### config.mk
export PLATFORM = sky130hd
export DESIGN_NAME = uart_rx_ovs
export DESIGN_NICKNAME = d
export VERILOG_FILES = /design/src/rtl/uart_rx_ovs.sv
export SDC_FILE = /design/constraint.sdc
export NUM_CORES = 1
export LEC_CHECK = 0
export ABC_AREA = 1
export BUFFER_PORTS_ARGS = -buffer_cell sky130_fd_sc_hd__buf_2
export CORE_MARGIN = 2
export CORE_UTILIZATION = 55
export CTS_CLUSTER_DIAMETER = 40
export DETAILED_ROUTE_END_ITERATION = 12
export PLACE_DENSITY = 0.74
export SLEW_MARGIN = 10
export SYNTH_ARGS = -nofsm -noshare
export SYNTH_HDL_FRONTEND = slang
export SYNTH_SLANG_ARGS = --single-unit
### constraint.sdc
create_clock -name sysclk -period 1.85 [get_ports sysclk]
set_input_delay 0.185 -clock sysclk [delete_from_list [all_inputs] [get_ports sysclk]]
set_output_delay 0.185 -clock sysclk [all_outputs]
set_load 0.05 [all_outputs]
### src/rtl/uart_rx_ovs.sv
// Oversampling UART receiver with majority voting, break detection and a held-word output.
// Optional parity checking is built in when UART_RX_PARITY_EN is defined.
module uart_rx_ovs #(
    parameter int DATA_W    = 8,
    parameter int OVS       = 16,
    parameter int DIV_W     = 16,
    parameter int STOP_BITS = 1
) (
    input  logic              sysclk,
    input  logic              reset,
    input  logic [DIV_W-1:0]  baud_div_i,
    input  logic [1:0]        parity_mode_i,
    input  logic              rx_i,
    input  logic              ready_i,
    output logic [DATA_W-1:0] data_o,
    output logic              valid_o,
    output logic              frame_err_o,
    output logic              parity_err_o,
    output logic              overrun_o,
    output logic              break_o,
    output logic              busy_o
);
    localparam int SCW = $clog2(OVS);
    localparam int BNW = $clog2(DATA_W);

    typedef enum logic [2:0] {
        S_IDLE, S_START, S_DATA, S_PARITY, S_STOP, S_WAIT_HI
    } state_t;

    state_t            r_state;
    logic [1:0]        r_sync;
    logic              r_rx_d;
    logic [1:0]        r_arm;
    logic [DIV_W-1:0]  r_presc;
    logic [DIV_W-1:0]  r_div;
    logic [SCW-1:0]    r_scnt;
    logic [2:0]        r_smp;
    logic [BNW-1:0]    r_bitn;
    logic              r_stopn;
    logic [DATA_W-1:0] r_shift;
    logic              r_par;
    logic              r_pe;
    logic              r_zero;
    logic [DATA_W-1:0] r_data;
    logic              r_valid;
    logic              r_fe_o;
    logic              r_pe_o;
    logic              r_ovr;
    logic              r_brk;

    logic w_rx_s, w_fall, w_tick, w_bdone, w_bit;
    logic w_stop_done, w_brk, w_done, w_par_on, w_odd;

    assign w_rx_s = r_sync[1];
    // The chain's reset value is not a real line sample, so edges wait until it has flushed.
    assign w_fall = (r_arm == 2'd3) && r_rx_d && !w_rx_s;
    assign w_tick = (r_state != S_IDLE) && (r_presc == r_div);
    assign w_bdone = w_tick && (r_scnt == SCW'(OVS - 1));
    assign w_bit = (r_smp[0] & r_smp[1]) | (r_smp[0] & r_smp[2]) | (r_smp[1] & r_smp[2]);

    assign w_stop_done = (r_state == S_STOP) && w_bdone;
    assign w_brk = w_stop_done && !w_bit && !r_stopn && r_zero;
    assign w_done = w_stop_done && !w_brk && (!w_bit || r_stopn == 1'(STOP_BITS - 1));

`ifdef UART_RX_PARITY_EN
    assign w_par_on = (parity_mode_i == 2'b01) || (parity_mode_i == 2'b10);
    assign w_odd = (parity_mode_i == 2'b10);
    assign parity_err_o = r_pe_o;
`else
    logic w_unused;
    assign w_par_on = 1'b0;
    assign w_odd = 1'b0;
    assign parity_err_o = 1'b0;
    assign w_unused = ^{parity_mode_i, r_pe_o};
`endif

    assign data_o = r_data;
    assign valid_o = r_valid;
    assign frame_err_o = r_fe_o;
    assign overrun_o = r_ovr;
    assign break_o = r_brk;
    assign busy_o = (r_state != S_IDLE);

    always_ff @(posedge sysclk) begin
        if (reset) begin
            r_state <= S_IDLE;
            r_sync  <= 2'b11;
            r_rx_d  <= 1'b0;
            r_arm   <= 2'd0;
            r_presc <= '0;
            r_div   <= '0;
            r_scnt  <= '0;
            r_smp   <= '0;
            r_bitn  <= '0;
            r_stopn <= 1'b0;
            r_shift <= '0;
            r_par   <= 1'b0;
            r_pe    <= 1'b0;
            r_zero  <= 1'b0;
            r_data  <= '0;
            r_valid <= 1'b0;
            r_fe_o  <= 1'b0;
            r_pe_o  <= 1'b0;
            r_ovr   <= 1'b0;
            r_brk   <= 1'b0;
        end else begin
            r_sync <= {r_sync[0], rx_i};
            r_rx_d <= w_rx_s;
            if (r_arm != 2'd3)
                r_arm <= r_arm + 2'd1;
            r_ovr <= 1'b0;
            r_brk <= w_brk;

            if (r_state != S_IDLE) begin
                r_presc <= w_tick ? '0 : r_presc + DIV_W'(1);
                if (w_tick) begin
                    r_scnt <= (r_scnt == SCW'(OVS - 1)) ? '0 : r_scnt + SCW'(1);
                    if (r_scnt == SCW'(OVS / 2 - 1)) r_smp[0] <= w_rx_s;
                    if (r_scnt == SCW'(OVS / 2))     r_smp[1] <= w_rx_s;
                    if (r_scnt == SCW'(OVS / 2 + 1)) r_smp[2] <= w_rx_s;
                end
            end

            unique case (r_state)
                S_IDLE: begin
                    if (w_fall) begin
                        r_state <= S_START;
                        r_presc <= '0;
                        r_div   <= baud_div_i;
                        r_scnt  <= '0;
                    end
                end
                S_START: begin
                    if (w_bdone) begin
                        r_state <= w_bit ? S_IDLE : S_DATA;
                        r_bitn  <= '0;
                        r_zero  <= 1'b1;
                        r_par   <= 1'b0;
                        r_pe    <= 1'b0;
                        r_stopn <= 1'b0;
                    end
                end
                S_DATA: begin
                    if (w_bdone) begin
                        r_shift <= {w_bit, r_shift[DATA_W-1:1]};
                        r_zero  <= r_zero & ~w_bit;
                        r_par   <= r_par ^ w_bit;
                        if (r_bitn == BNW'(DATA_W - 1))
                            r_state <= w_par_on ? S_PARITY : S_STOP;
                        else
                            r_bitn <= r_bitn + BNW'(1);
                    end
                end
                S_PARITY: begin
                    if (w_bdone) begin
                        r_pe    <= (r_par ^ w_bit) != w_odd;
                        r_zero  <= r_zero & ~w_bit;
                        r_state <= S_STOP;
                    end
                end
                S_STOP: begin
                    if (w_bdone) begin
                        if (!w_bit)
                            r_state <= S_WAIT_HI;
                        else if (r_stopn == 1'(STOP_BITS - 1))
                            r_state <= S_IDLE;
                        else
                            r_stopn <= 1'b1;
                    end
                end
                S_WAIT_HI: begin
                    if (w_rx_s)
                        r_state <= S_IDLE;
                end
                default: r_state <= S_IDLE;
            endcase

            // A busy consumer keeps the old word; the new frame is dropped.
            if (w_done) begin
                if (!r_valid || ready_i) begin
                    r_data  <= r_shift;
                    r_fe_o  <= !w_bit;
                    r_pe_o  <= r_pe;
                    r_valid <= 1'b1;
                end else begin
                    r_ovr <= 1'b1;
                end
            end else if (r_valid && ready_i) begin
                r_valid <= 1'b0;
                r_fe_o  <= 1'b0;
                r_pe_o  <= 1'b0;
            end
        end
    end
endmodule

# Word-level counts from Yosys, hierarchy flattened
# Cells that the tools add are included.
# totals
in_bits,22
word_cells,132
register_bits,72
out_inout_bits,14
# classes
n_bitwise,9
muxes,38
n_eq_ne,25
n_reduce_logical,37
add_sub_neg,4
# ops
operator,n
$mux W16,4
$mux W3,12
$mux W4,5
$ne A2 B2 Y1 const B,10
$pmux W3 S6,1
$add A16 B1 Y16 const B,1
$eq A16 B16 Y1,1
$eq A4 B4 Y1 const B,3
$mux W1,12
$reduce_and A3 Y1,4
$logic_and A1 B1 Y1,11
$eq A3 B3 Y1 const B,3
$reduce_and A2 Y1,4
$reduce_and A4 Y1,2
$reduce_and A8 Y1,1
$reduce_bool A2 Y1,4
$eq A3 B2 Y1 const B,2
$pmux W3 S2,1
$logic_not A1 Y1,5
$add A4 B1 Y4 const B,1
$and A1 B1 Y1,4
$eq A4 B3 Y1 const B,1
$ne A2 B1 Y1 const B,2
$pmux W1 S2,2
other kinds (12),17

# Longest topological paths before layout
# logic_depth
word_depth,12
ltp_mapped,12
ltp_nobuf,12

# Worst setup path before layout
# No wires, ideal clock.
# synth_timing
path_kind,reg2reg
from,reg r_state[0]
to,reg r_presc[12]
setup_slack_ns,0.191
t_required_ns,1.733
path_stages_with_launch,11
t_arrival_ns,1.542
setup_time_ns,0.117
path_buffers,1
synth_period_minus_slack_ns,1.659
path_cell_list,dfxtp_1 > nor2_1 > nand2_1 > buf_6 > nand4_1 > nor2_2 > nand3_1 > nor2_2 > nand3b_1 > o21ai_1 > a21oi_1
# synth_via
elab_chain_cells,6
word_cells_on_any_way,7
classes_between,4 x mux; 3 x reduce/logical
# synth_rtl
item,line_no,text
"start, declared",30,state_t r_state;
"start signal, assigned",135,r_state <= w_bit ? S_IDLE : S_DATA;
"start signal, assigned",149,r_state <= w_par_on ? S_PARITY : S_STOP;
$reduce_bool A3 Y1 (*),-,
named net busy_o,21,output logic busy_o
$logic_and A1 B1 Y1,57,assign w_tick = (r_state != S_IDLE) && (r_presc == r_div);
$mux W16,115,r_presc <= w_tick ? '0 : r_presc + DIV_W'(1);
$mux W16 (*),114,if (r_state != S_IDLE) begin
$mux W16,126,if (w_fall) begin
$mux W16 (*),124,unique case (r_state)
"end signal, assigned",115,
"end, declared",34,logic [DIV_W-1:0] r_presc;
# The timed path passes the listed nets; every way through them passes the cells marked *.
# A chain may end at the register's enable or synchronous reset.

# Final worst setup path
# layout_timing
from,reg r_presc[8]
to,"reg r_data[1], in the netlist data_o[1]"
# layout_via
elab_chain_cells,11
# layout_rtl
item,line_no,text
$eq A16 B16 Y1 (*),57,
$logic_and A1 B1 Y1 (*),57,
$logic_and A1 B1 Y1 (*),58,assign w_bdone = w_tick && (r_scnt == SCW'(OVS - 1));
$logic_and A1 B1 Y1 (*),61,assign w_stop_done = (r_state == S_STOP) && w_bdone;
$logic_and A1 B1 Y1 (3 in a row),62,assign w_brk = w_stop_done && !w_bit && !r_stopn && r_zero;
$logic_not A1 Y1,63,assign w_done = w_stop_done && !w_brk && (!w_bit || r_stopn == 1'(STOP_BITS - 1));
$logic_and A1 B1 Y1 (*) (2 in a row),63,
$reduce_and A2 Y1 (no source line) (*),-,
"end signal, assigned",181,r_data <= r_shift;
"end, declared",44,logic [DATA_W-1:0] r_data;
# Mark *: on every way between the ends. The rest lies on a longest branch, timed or not.

==> results.md <==
- Synth Instances: 471
- First-pass GRT wire length: 11500 um
- Unrepaired setup endpoints after global routing: true
- WHS: 0.00438 ns
- Vias in the first global route: 2779
- Total Routing Usage GR: 0.221
- Core area: 5920 um^2
- Worst Reg-to-Reg Cells: 12
- CTS Hold Bufs: 0
- Fin crit period: 1.77 ns
- Layout cells sized above 1: 0.231
- Final slew viol count: 0
- Top FF cell, synth: dfxtp_1
- IO Pins: 36
- Final Cycle Share: 0.957
- Highest Clock Rate: 565 MHz
- Initial drt markers: 118
- Peak VDD IR: 0.789 mV
- DRT Pass-1 Iters: 4
- CP Data Required Time: 2.15 ns
- Fin. Hold Viols: 0
- Worst Hold Endpoint: r_sync[0]$_SDFF_PP1_
- Final net count: 557
- Min-Delay Startpoint: rx_i
- Post-synthesis cell area: 3370 um^2
- Pleak: 0.00176 uW
- Critical path data arrival time: 2.07 ns
- Worst Path Class, Setup: reg2reg
- Worst flop-to-flop path endpoint: data_o[1]$_SDFFE_PP0P_
- RD Place Congestion: 0.837
- Power density over the cells: 1030 nW/um^2
- # diodes: 0
- CP endpoint kind: flip-flop
- CTS tree: built
- Synth cell types: 36
- Register-to-register setup slack: 0.08 ns
- Die ar.: 6770 um^2
- Syn. warnings: 0
- Die Height: 82.3 um
- Antenna Nets Post-Route: 0
- Initial antenna violation count: 0
- FF-to-FF Start: r_presc[8]$_SDFF_PP0_
- CTS H-Tree Depth: 3
- Most common cell after layout, fill and taps aside: nand2_1
- Status: completed
- Total power: 4150 uW
- Clk buf depth: 2
- CP max FO: 5
- Overall routed net length: 7350 um
- CP Launch Type: flip-flop
- Avg Inst Size Synth: 7.16 um^2
- Max_cap viols: 0
- Hold depth: 2
- Clk_skew: 0.0123 ns
- Initial core utilization: 0.570
- Via-per-instance ratio: 5.12
- CTS Root Cell: clkbuf_8
- Cts bufs inserted: 9
- Hold/Removal Path Class: in2reg
- Via count: 3110
- Clk_lat worst skew: 0.36 ns
- Row count: 28
- FILL cells: 507
- DRC viols: 0
- Clk slew on worst S/H paths: 0.08 ns
- Synth Register Bits: 71
- Clk sinks: 71
- Wire length per cell: 12.1 um
- Final Setup Violations: 0
- Port Buffers: 32
- Total gr overflow: 0
- Synth Net Count: 500
- Post-synth EDFFs: 0
- DP HPWL: 5000 um
- Largest net degree at the start of global routing: 29
- Die Wd: 82.3 um
- Area growth, synth to finish: 19.1%
- Sequential fraction of the synthesis area: 0.422
- Commonest non-fill, non-tap cells in the layout: 92 x nand2_1, 65 x inv_1, 59 x dfxtp_1
- Post-synth ARST share: 0
==> worst max-delay path by stage <==
stage | from | endpoint | slack, ns | depth (start not counted)
after floorplan | r_state[0]$_SDFFE_PP0P_ | r_presc[12]$_SDFF_PP0_ | 0.19 | 10
after global placement | r_state[1]$_SDFFE_PP0P_ | r_div[8]$_SDFFE_PP0P_ | 0.09 | 8
after detailed placement | r_state[1]$_SDFFE_PP0P_ | r_div[2]$_SDFFE_PP0P_ | 0.05 | 8
after CTS | r_state[1]$_SDFFE_PP0P_ | r_div[0]$_SDFFE_PP0P_ | 0.03 | 8
after global routing | r_div[8]$_SDFFE_PP0P_ | data_o[6]$_SDFFE_PP0P_ | -0.07 | 12
final | r_presc[8]$_SDFF_PP0_ | data_o[1]$_SDFFE_PP0P_ | 0.08 | 12
==> cells in the mapped netlist, types with 2 or more instances <==
cell | count | area share
nand2_1 | 97 | 0.11
dfxtp_1 | 71 | 0.42
inv_1 | 71 | 0.079
nor2_1 | 51 | 0.057
a21oi_1 | 42 | 0.062
o21ai_0 | 36 | 0.053
nand3_1 | 14 | 0.021
nand4_1 | 14 | 0.026
nor3_1 | 9 | 0.013
xor2_1 | 8 | 0.021
clkbuf_1 | 7 | 0.0078
ha_1 | 7 | 0.026
inv_2 | 7 | 0.0078
nor2_2 | 5 | 0.0093
nor2_4 | 3 | 0.010
a211oi_1 | 2 | 0.0045
nand3b_1 | 2 | 0.0045
nand4_4 | 2 | 0.013
nor3_2 | 2 | 0.0059
nor3b_1 | 2 | 0.0045
o21a_1 | 2 | 0.0045
o21ai_1 | 2 | 0.0030
or2_2 | 2 | 0.0037
==> per-layer routing <==
layer  vias up  part of all wire  global-route usage
li1       1624                 -                   -
met2        71              0.50               0.379
met1      1400              0.44               0.261
met3        15             0.044              0.0478
met5         -                 0                   0
met4         0             0.021               0.107
==> sequential cells by signal (all words and copies together), names as in the netlist, 2 cells and up <==
register	count
r_sync	2
r_bitn	3
r_smp	3
r_presc	16
r_arm	2
r_div	16
r_scnt	4
r_shift	8
r_state	3
data_o	8
==> logic make-up after synthesis <==
logic type | count (synthesis) | synth area share
compound gates | 87 | 0.134
xor+xnor | 8 | 0.0208
fa+ha+maj | 7 | 0.0260
buf+inv | 91 | 0.108
flops | 71 | 0.422
other cells | 1 | 0.00111
simple gates | 206 | 0.288
==> report_power, final <==
part | total [uW] | internal, uW | switching (uW)
Combinational | 1270 | 450 | 816
Clock | 1220 | 618 | 601
Sequential | 1660 | 1600 | 59.9
Total | 4150 | 2670 | 1480
==> area by class of cell <==
cell class,instances,area [um^2],area share
Clock inverter,6,61.3,0.0153
Multi-Input combinational cell,313,1680,0.417
Inverter,79,297,0.0738
Clock buffer,10,128,0.0318
Sequential cell,71,1440,0.358
Tap cell,75,93.8,0.0234
Timing Repair Buffer,54,325,0.0810
==> worst max-delay path: stages, from the launching register on <==
cell and delay [ns]:
dfxtp_2 0.34, inv_1 0.05, nand2_1 0.06, nand2_1 0.06, nor2_1 0.09, nand2_1 0.11, nor2_4 0.20, nand3_4 0.13
nor2_4 0.25, nand4_4 0.18, nand2_1 0.10, inv_1 0.04, nor2_1 0.09
==> timing repair <==
action / CTS / global route
gates resized for setup: 0 / 31
buffers inserted: 0 / 6
setup endpoints to repair: 0 / 56
==> per-stage QoR <==
stage          setup TNS (ns)   util  area [um^2]  instances  worst slack, ns
4_1_cts                     0  0.653         3870        598           0.0288
3_5_place_dp                0  0.621         3680        582           0.0471
6_report                    0  0.679         4020        608           0.0792
2_1_floorplan               0      -         3370        471            0.191
3_3_place_gp                0  0.621         3680        582           0.0871
5_1_grt                -0.469  0.679         4020        608          -0.0685
No activity file was read; power rests on OpenSTA's default activity.
